### config.mk
export PLATFORM = sky130hd
export DESIGN_NAME = mmio_write_queue
export DESIGN_NICKNAME = d
export VERILOG_FILES = /design/src/rtl/mmio_wq_pkg.sv /design/src/rtl/mmio_wq_fifo.sv /design/src/rtl/mmio_write_queue.sv
export SDC_FILE = /design/constraint.sdc
export NUM_CORES = 1
export LEC_CHECK = 0
export CORE_MARGIN = 8
export CORE_UTILIZATION = 35
export DETAILED_ROUTE_END_ITERATION = 10
export GPL_TIMING_DRIVEN = 0
export PLACE_DENSITY_LB_ADDON = 0.12
export SLEW_MARGIN = 20
export SYNTH_ARGS = -nofsm -noshare
export SYNTH_HDL_FRONTEND = slang
export SYNTH_HIERARCHICAL = 1
export SYNTH_SLANG_ARGS = --single-unit
### constraint.sdc
create_clock -name clk -period 10 [get_ports clk]
set_clock_uncertainty 0.2 [all_clocks]
set_input_delay 2 -clock clk [delete_from_list [all_inputs] [get_ports clk]]
set_output_delay 2 -clock clk [all_outputs]
set_load 0.01 [all_outputs]
### src/rtl/mmio_wq_pkg.sv
// Shared constants and helpers for the MMIO write queue: default window base,
// channel indices and the pointer-width function.
package mmio_wq_pkg;

    localparam logic [13:0] MMIO_WQ_BASE_ADDR = 14'h3F00;

    localparam int CH_PRAM  = 0;
    localparam int CH_LCD   = 1;
    localparam int CH_SPARE = 2;

    // Ceiling log2; clog2(1) is 0.
    function automatic int clog2(input int value);
        int r;
        r = 0;
        for (int v = value - 1; v > 0; v = v >> 1) begin
            r = r + 1;
        end
        return r;
    endfunction

endpackage

### src/rtl/mmio_wq_fifo.sv
// Single-channel show-ahead FIFO used by mmio_write_queue. Pointers carry one
// extra wrap bit so full and empty can be told apart without a counter.
module mmio_wq_fifo
    import mmio_wq_pkg::*;
#(
    parameter int DEPTH  = 8,
    parameter int DATA_W = 16
) (
    input  logic              clk,
    input  logic              reset,
    input  logic              push,
    input  logic [DATA_W-1:0] push_data,
    input  logic              pop,
    output logic [DATA_W-1:0] head,
    output logic              valid,
    output logic              full
);

    localparam int IDX_W = clog2(DEPTH);
    localparam int PTR_W = IDX_W + 1;

    logic [DATA_W-1:0] mem [DEPTH];
    logic [PTR_W-1:0]  wr_ptr;
    logic [PTR_W-1:0]  rd_ptr;
    logic              do_push;
    logic              do_pop;

    assign valid   = (wr_ptr != rd_ptr);
    assign full    = (wr_ptr[PTR_W-1] != rd_ptr[PTR_W-1]) &&
                     (wr_ptr[IDX_W-1:0] == rd_ptr[IDX_W-1:0]);
    assign do_push = push && !full;
    assign do_pop  = pop && valid;
    assign head    = mem[rd_ptr[IDX_W-1:0]];

    always_ff @(posedge clk or negedge reset) begin
        if (!reset) begin
            wr_ptr <= '0;
            rd_ptr <= '0;
        end else begin
            if (do_push) wr_ptr <= wr_ptr + PTR_W'(1);
            if (do_pop)  rd_ptr <= rd_ptr + PTR_W'(1);
        end
    end

    // Storage needs no reset: an entry is only visible once written.
    always_ff @(posedge clk) begin
        if (do_push) mem[wr_ptr[IDX_W-1:0]] <= push_data;
    end

endmodule

### src/rtl/mmio_write_queue.sv
// Routes CPU writes in a NUM_CH-word window into per-channel FIFOs, stalling the
// CPU on a full channel. Define MMIO_WQ_DROP_EN to drop such writes and flag them instead.
module mmio_write_queue
    import mmio_wq_pkg::*;
#(
    parameter int                NUM_CH    = 3,
    parameter int                DEPTH     = 8,
    parameter int                DATA_W    = 16,
    parameter int                ADDR_W    = 14,
    parameter logic [ADDR_W-1:0] BASE_ADDR = ADDR_W'(MMIO_WQ_BASE_ADDR)
) (
    input  logic                     clk,
    input  logic                     reset,
    input  logic                     cpu_we,
    input  logic [ADDR_W-1:0]        cpu_addr,
    input  logic [DATA_W-1:0]        cpu_data,
    output logic                     cpu_hit,
    output logic                     cpu_stall,
    output logic [NUM_CH*DATA_W-1:0] ch_data,
    output logic [NUM_CH-1:0]        ch_valid,
    input  logic [NUM_CH-1:0]        ch_ready,
    output logic [NUM_CH-1:0]        ch_full,
    output logic [NUM_CH-1:0]        ch_overflow
);

    logic [ADDR_W-1:0] sel;
    logic [NUM_CH-1:0] ch_sel;
    logic [NUM_CH-1:0] push;
    logic [NUM_CH-1:0] pop;
    logic              write_blocked;

    assign sel     = cpu_addr - BASE_ADDR;
    assign cpu_hit = (cpu_addr >= BASE_ADDR) && (sel < ADDR_W'(NUM_CH));

    always_comb begin
        ch_sel = '0;
        for (int i = 0; i < NUM_CH; i++) begin
            ch_sel[i] = cpu_hit && (sel == ADDR_W'(i));
        end
    end

    // Handshake: a channel entry moves to its consumer on a clk edge where
    // ch_valid && ch_ready; ch_data is stable while ch_valid is high and not popped.
    assign write_blocked = cpu_we && |(ch_sel & ch_full);
    assign push          = {NUM_CH{cpu_we}} & ch_sel & ~ch_full;
    assign pop           = ch_ready & ch_valid;

`ifdef MMIO_WQ_DROP_EN
    assign cpu_stall = 1'b0;

    always_ff @(posedge clk or negedge reset) begin
        if (!reset) begin
            ch_overflow <= '0;
        end else if (write_blocked) begin
            ch_overflow <= ch_overflow | (ch_sel & ch_full);
        end
    end
`else
    // Full state comes from registers only, so the stall never sees ch_ready.
    assign cpu_stall   = write_blocked;
    assign ch_overflow = '0;
`endif

    for (genvar g = 0; g < NUM_CH; g++) begin : g_ch
        mmio_wq_fifo #(
            .DEPTH  (DEPTH),
            .DATA_W (DATA_W)
        ) u_fifo (
            .clk       (clk),
            .reset     (reset),
            .push      (push[g]),
            .push_data (cpu_data),
            .pop       (pop[g]),
            .head      (ch_data[g*DATA_W +: DATA_W]),
            .valid     (ch_valid[g]),
            .full      (ch_full[g])
        );
    end

endmodule

==> results of run 1 <==
## per-stage QoR
stage	power [uW]	utilization
CTS	3610	0.4329
detailed placement	1955	0.4016
global route	3671	0.4330
finish	3563	0.4330
global placement	1952	0.3911
floorplan	1907	-
## cell families after synthesis
group / after synthesis / synth area share
XOR/XNOR: 33 / 0.01885
multiplexers: 151 / 0.1764
buffers and inverters: 48 / 0.01976
AND/OR/NAND/NOR: 80 / 0.02899
AO/OA/AOI/OAI: 29 / 0.01733
other: 1 / 0.0002269
flip-flops: 408 / 0.7339
adder cells (fa/ha/maj): 6 / 0.004542
## final timing paths
| check | end |
|---|---|
| min reg2reg | g_ch[1].u_fifo/rd_ptr[3] |
| max reg2reg | g_ch[0].u_fifo/mem[4][12] |
| max in group asynchronous | g_ch[1].u_fifo/rd_ptr[2] |
| min | g_ch[1].u_fifo/rd_ptr[3] |
| max | cpu_stall |
| min in group asynchronous | g_ch[2].u_fifo/rd_ptr[2] |
## sequential cells by signal, indices dropped and copies added (netlist names)
| register | cells |
|---|---|
| g_ch.u_fifo/mem | 384 |
| g_ch.u_fifo/rd_ptr | 12 |
| g_ch.u_fifo/wr_ptr | 12 |
## layer usage
layer  up-vias  track usage  wire length [microns]
met2       164       0.2391                  19050
met1      4212       0.1841                  16670
met4         0      0.04497                    871
li1       3549            -                      -
met5         -            0                      0
met3        66      0.02317                   1711
## Yosys cell counts (9+ instances only)
master,count
buf_2,9
dfrtp_1,24
xnor2_1,21
nand4_1,9
nand2_1,16
mux4_1,36
nor3_1,9
mux4_2,60
nor2_1,13
buf_6,15
edfxtp_1,384
xor2_1,9
mux2_2,51
clkbuf_1,12
## area by class of cell
class                      instances  share of cell area
sequential                       408              0.6017
inverter                           6            0.001117
multi-input combinational        302              0.2099
timing repair buffer             128             0.06206
clock inverter                    23             0.01365
tap                              607             0.03767
clock buffer                      55             0.05877
buffer                            42             0.01508
## layout by cell type (no fill, tap or decap), types with 6 or more instances in the layout
cell type,n
clkbuf_16,46
mux2_2,51
inv_1,6
mux4_2,60
mux4_1,36
xnor2_1,21
nand4_1,9
nor2_2,8
and2_1,6
nand2b_1,6
o311ai_0,6
buf_6,27
bufinv_16,6
xor2_1,9
edfxtp_1,384
ha_1,6
buf_4,19
nand2_1,16
clkinv_1,9
dfrtp_1,24
a311o_1,6
clkdlybuf4s50_1,88
nor3_2,9
clkbuf_1,21
buf_2,19
## worst max-delay path: cells and delay by family
kind,cells,cell delay (ps)
simple gates,3,650
buf+inv,2,1000
## power groups by stage
stage               combinational [uW]  sequential [uW]  clock [uW]
floorplan                         3.02             1900           0
finish                            47.9             1870        1650
detailed placement                50.3             1900           0
global route                      52.7             1870        1750
global placement                  47.8             1900           0
CTS                               50.0             1870        1690
==> summary.md, run 1 <==
| Metric | Value |
|---|---|
| CTS Sinks | `408` |
| Hold buffers post-CTS | `0` |
| I/O Buffers | `91` |
| Startpoint Class | `input pin` |
| Reg area | `~0.012 sq mm` |
| Core area | `0.04656 sq mm` |
| Worst EP arrival | `3650 ps` |
| Final period util | `0.5853` |
| Global placement routability congestion | `0.7156` |
| Initial antenna violation count | `4` |
| Fmax | `170.9 MHz` |
| Post-synth EDFFs | `approximately 380` |
| Fillers | `between 4000 and 5000` |
| Worst skew pair latency | `560 ps` |
| Int Pwr | `2878 uW` |
| LEAKAGE | `between 0.006 and 0.007 uW` |
| Clock Tree Buf Depth | `3` |
| Hold_ws | `374.4 ps` |
| WL final | `38300 microns` |
| RSZ-0062 raised after global routing | `no` |
| Max-slew violation count | `0` |
| Relative slew slack | `0.2672` |
| Remaining antenna violation count | `0` |
| DP Worst Slack | `between 4000 and 5000 ps` |
| Final TNS setup | `0 ps` |
| DRC errors left | `0` |
| CTS Buf Count | `45` |
| Max incr delay on CP | `560 ps` |
| Placed cells | `~1500` |
| Routed len/inst | `24.38 microns` |
| Cells along the critical path | `clkdlybuf4s50_1 > nor4_4 > nand4_2 > nor2_1 > clkdlybuf4s50_1` |
| Site Rows | `79` |
| Critical-path top delay cell | `clkdlybuf4s50_1` |
| CP Max Fanout | `4` |
| Yosys top cell area share | `0.6976` |
| I/O pin count | `95` |
| Clk slew on worst S/H paths | `60 ps` |
| DR iter-0 viols | `572` |
| Largest net degree at the start of global routing | `25` |
| Comb pwr share | `0.013` |
| CTS tree | `yes` |
| Die area | `0.05444 sq mm` |
| Fin crit period | `5853 ps` |
| Tightest Pin Transition | `1096 ps` |
| Worst reg2reg setup slack | `a little under 6000 ps` |
| Synthesized flop and latch total | `408` |
| Max cap viols | `0` |
| Avg Cell Area, Syn | `21.86 sq um` |
| Routed via count | `7991` |
| Register area share after synthesis | `0.7339` |
| Layout Nets | `975` |
| Seq pwr share | `0.525` |
| Die Wd | `233.3 microns` |
| GRT overflow | `0` |
| Hold path startpoint | `g_ch[1].u_fifo/rd_ptr[3]` |
| Setup bufs post-CTS | `0` |
| Mapped Cells | `approximately 760` |
| Clock root cell | `clkbuf_16` |
| Layout cells sized above 1 | `0.2925` |
| Hold depth | `2` |
| Initial Util | `0.3550` |
| Worst hold path type | `reg2reg` |
| Switching part of the total | `0.1923` |
| Synth warn | `6` |
| DIE HEIGHT | `233.3 microns` |
| CP Launch Point | `cpu_addr[3]` |
| Endpoints failing hold | `0` |
| Synthesis-to-layout area growth | `21.97%` |
| Diodes inserted | `0` |
| Cell taking the most area after synthesis | `edfxtp_1` |
| P per Cell Area | `176.7 mW/mm^2` |
| Most used cell, CP | `clkdlybuf4s50_1` |
| Post-route cell area | `approximately 0.02 sq mm` |
| Unique cell type count in the Yosys netlist | `41` |
| Crit. End Element | `primary output` |
| Worst R2R Path Depth | `8` |
| CP Data Required Time | `between 7000 and 8000 ps` |
| Peak VDD IR | `0.1114 mV` |
| Drt pass-1 iters | `5` |
| Overall routing resource usage | `0.1412` |
| Outcome | `completed` |
| Clock share of power | `0.462` |
| H-tree depth | `2` |
| Final HPWL DP | `between 20000 and 25000 microns` |
| Worst R2R Start | `g_ch[0].u_fifo/rd_ptr[3]` |
| Fraction of registers with async set/reset | `0.05882` |
| Vias in the first global route | `8495` |
| Post-placement cell area | `about 0.019 sq mm` |
| Top area cells in the synthesized netlist | `edfxtp_1 70%, mux4_2 8.2%, mux4_1 5.7%` |
| WS Path Type | `in2out` |
| Setup ws final | `4147 ps` |
| Number of setup violations in the final report | `0` |
| Area of the multi-input gates | `between 0.004 and 0.005 sq mm` |
| Post_cts resized | `0` |
| Post-route insts no fill | `1571` |
| Global-route wire length before repair | `56100 microns` |
| Ys flop type | `edfxtp_1` |
| Mapped Area | `0.01653 sq mm` |
| Net Switching | `685.2 uW` |
| Routed vias/inst | `5.087` |
No activity file was read; power rests on OpenSTA's default activity.
==> run 2: changes to the inputs <==
- clock period: 10 -> 5.5 ns (I/O delays scaled with it)
==> results of run 2 <==
Same layout as run 1 (identical final DEF). Status: completed.
Among the figures that moved: setup slack after placement 4129 ps -> 657.5 ps; setup slack after layout 4147 ps -> 988.8 ps; hold slack 374.4 ps -> 247.1 ps; start point of the critical path cpu_addr[3] -> g_ch[1].u_fifo/wr_ptr[0]; register-to-register setup slack 5960 ps -> 1460 ps; total power 3563 uW -> 6478 uW; worst IR drop on VDD 0.1114 mV -> 0.2026 mV
==> run 3: changes to the inputs <==
- clock period: 5.5 -> 3.9 ns (I/O delays scaled with it)
==> run 3 against run 2 <==
Core utilization up 0.089 points. Setup slack lost 810 ps. Register-to-register slack got worse by 1200 ps. Highest routed layer unchanged. Non-clock buffer count grew 9. Critical endpoint is now ch_data[6].
==> summary.md, run 3 (synthesized netlist as in run 1, its figures left out) <==
| Metric | Value |
|---|---|
| RSZ-0062 raised after global routing | `no (unchanged)` |
| Number of setup violations in the final report | `0 (unchanged)` |
| Max Used Layer | `met4 (unchanged)` |
| Startpoint Class | `register (unchanged)` |
| Largest net degree at the start of global routing | `25 (unchanged)` |
| I/O Buffers | `91 (unchanged)` |
| Commonest cells after routing, fill and taps aside | `384 x edfxtp_1, 86 x clkdlybuf4s50_1, 60 x mux4_2, 51 x mux2_2, 45 x clkbuf_16 (was 384 x edfxtp_1, 88 x clkdlybuf4s50_1, 60 x mux4_2, 51 x mux2_2, 46 x clkbuf_16)` |
| Initial antenna violation count | `1 (was 4)` |
| Tightest Pin Transition | `1058 ps (was 1096 ps)` |
| P per Cell Area | `440.3 mW/mm^2 (was 321.3 mW/mm^2)` |
| Clock Tree Buf Depth | `3 (unchanged)` |
| Layout Nets | `983 (was 975)` |
| Worst skew pair latency | `560 ps (about the same)` |
| Reg area | `0.01213 sq mm (unchanged)` |
| Total power | `8895 uW (was 6478 uW)` |
| Core area | `0.04656 sq mm (unchanged)` |
| Die Wd | `233.3 microns (unchanged)` |
| Initial Util | `0.3550 (unchanged)` |
| Clock share of power | `0.448 (was 0.462)` |
| CTS Sinks | `408 (unchanged)` |
| GRT overflow | `0 (unchanged)` |
| Vias in the first global route | `8425 (was 8495)` |
| Fin crit period | `3721 ps` |
| Overall routing resource usage | `0.1417 (was 0.1412)` |
| Global-route wire length before repair | `56440 microns (was 56100 microns)` |
| WL met2 | `19070 microns (was 19050 microns)` |
| Max cap viols | `0 (unchanged)` |
| CTS tree | `yes (unchanged)` |
| Setup ws final | `178.6 ps (was 988.8 ps)` |
| WS Path Type | `reg2out (unchanged)` |
| WL final | `38370 microns (was 38300 microns)` |
| Fmax | `268.7 MHz` |
| Crit. End Element | `primary output (unchanged)` |
| Diodes inserted | `0 (unchanged)` |
| Layout cells sized above 1 | `0.3064 (was 0.2925)` |
| DRC errors left | `0 (unchanged)` |
| Peak VDD IR | `0.2746 mV (was 0.2026 mV)` |
| Metal-1 WL | `17170 microns (was 16670 microns)` |
| Endpoints failing hold | `0 (unchanged)` |
| Routed via count | `7979 (was 7991)` |
| Relative slew slack | `0.2852 (was 0.2672)` |
| Commonest non-fill, non-tap cell in the layout | `edfxtp_1 (unchanged)` |
| Largest register FFs | `384 (unchanged)` |
| Post-placement cell area | `0.01871 sq mm (was 0.01870 sq mm)` |
| DP Worst Slack | `-369.7 ps (was 657.5 ps)` |
| Fillers | `4053 (was 4021)` |
| Clk slew on worst S/H paths | `60 ps (about the same)` |
| Outcome | `completed (unchanged)` |
| Switching part of the total | `0.1953 (was 0.1923)` |
| Routed wl met3 | `1652 microns (was 1711 microns)` |
| Clock root cell | `clkbuf_16 (unchanged)` |
| Worst hold path type | `reg2reg (was in2async)` |
| Routed len/inst | `24.24 microns (was 24.38 microns)` |
| LEAKAGE | `0.006537 uW (was 0.006482 uW)` |
| Comb pwr share | `0.014 (was 0.013)` |
| Max-slew violation count | `0 (unchanged)` |
| CP Data Required Time | `2920 ps (was 4200 ps)` |
| Worst EP arrival | `2740 ps (was 3210 ps)` |
| DIE HEIGHT | `233.3 microns (unchanged)` |
| Remaining antenna violation count | `0 (unchanged)` |
| Net Switching | `1738 uW (was 1246 uW)` |
| CTS Buf Count | `44 (was 45)` |
| Drt pass-1 iters | `7 (was 5)` |
| Area of the multi-input gates | `0.004263 sq mm (was 0.004232 sq mm)` |
| Global placement routability congestion | `0.7078 (was 0.7156)` |
| Int Pwr | `7158 uW (was 5232 uW)` |
| Post-route cell area | `0.02020 sq mm (was 0.02016 sq mm)` |
| H-tree depth | `2 (unchanged)` |
| Die area | `0.05444 sq mm (unchanged)` |
| DR iter-0 viols | `450 (was 572)` |
| CP Max Fanout | `10 (was 9)` |
| I/O pin count | `95 (unchanged)` |
| Routed vias/inst | `5.040 (was 5.087)` |
| Site Rows | `79 (unchanged)` |
| Final period util | `0.9542` |
| Final HPWL DP | `25050 microns (was 24990 microns)` |
| Synthesis-to-layout area growth | `22.22% (was 21.97%)` |
| Seq pwr share | `0.539 (was 0.525)` |
| Final core occ | `0.4339 (was 0.4330)` |
## run 3: cell types whose count changed in the layout (fill, tap and decap cells not counted), moves of 3 or more
cell       before  now
nor4_2          5    1
buf_2          19   14
clkinv_1        9    6
nor4_4          3    7
bufinv_16       6    3
clkbuf_2        0    9
clkinv_2        4    7
buf_6          27   31
buf_4          19   29
## run 3: critical path, cell delays in order (launching register included)
cell and delay (ps):
dfrtp_1 360, buf_4 240, clkbuf_1 660, mux2_2 430, clkdlybuf4s50_1 490
## run 3: metal layers
metal  vias up  global-route usage
met5         -                   0
met4         0             0.03089
met3        40             0.02887
met2       158              0.2355
met1      4216              0.1907
li1       3565                   -
## run 3: metrics by stage
step	TNS, ps	instances	hold slack (ps)
2_1_floorplan	0	758	284.4
6_report	0	1583	390.7
3_3_place_gp	-546520	1456	364.3
4_1_cts	-166.4	1576	392.6
5_1_grt	0	1583	421.6
3_5_place_dp	-29730	1493	370.1
## run 3: area by class of cell
cell class              instances  area share
plain buffers                  42     0.01573
inverters                       6    0.001115
clock buffers                  61     0.05871
repair buffers                137     0.06627
clock inverters                20    0.009042
multi-input cells             302      0.2110
flip-flops and latches        408      0.6005
well taps                     607     0.03759
## run 3: worst paths after layout
| check | start | endpoint | slack (ps) | cells after the start |
|---|---|---|---|---|
| setup / recovery | g_ch[0].u_fifo/rd_ptr[2] | ch_data[6] | 180 | 4 |
| setup reg to reg | g_ch[0].u_fifo/wr_ptr[0] | g_ch[0].u_fifo/mem[5][4] | 260 | 8 |
| hold / removal | g_ch[0].u_fifo/wr_ptr[1] | g_ch[0].u_fifo/wr_ptr[1] | 390 | 2 |
| max in group asynchronous | reset | g_ch[1].u_fifo/wr_ptr[2] | 2630 | 3 |
| min in group asynchronous | reset | g_ch[2].u_fifo/wr_ptr[3] | 450 | 2 |
| hold reg to reg | g_ch[0].u_fifo/wr_ptr[1] | g_ch[0].u_fifo/wr_ptr[1] | 390 | 2 |
## run 3: what timing repair did
action,CTS,global route
pin swaps,1,2
buffers inserted,1,7
hold buffers,1,0
endpoints found under the setup margin,79,26
resized for setup,12,4
hold endpoints to repair,8,0
## run 3: power by group through the flow
stage | clock (uW) | sequential, uW | combinational, uW
detailed placement | 0 | 4880 | 128
CTS | 4120 | 4790 | 129
global placement | 0 | 4880 | 122
global route | 4270 | 4790 | 134
finish | 3980 | 4790 | 122
floorplan | 0 | 4880 | 7.75
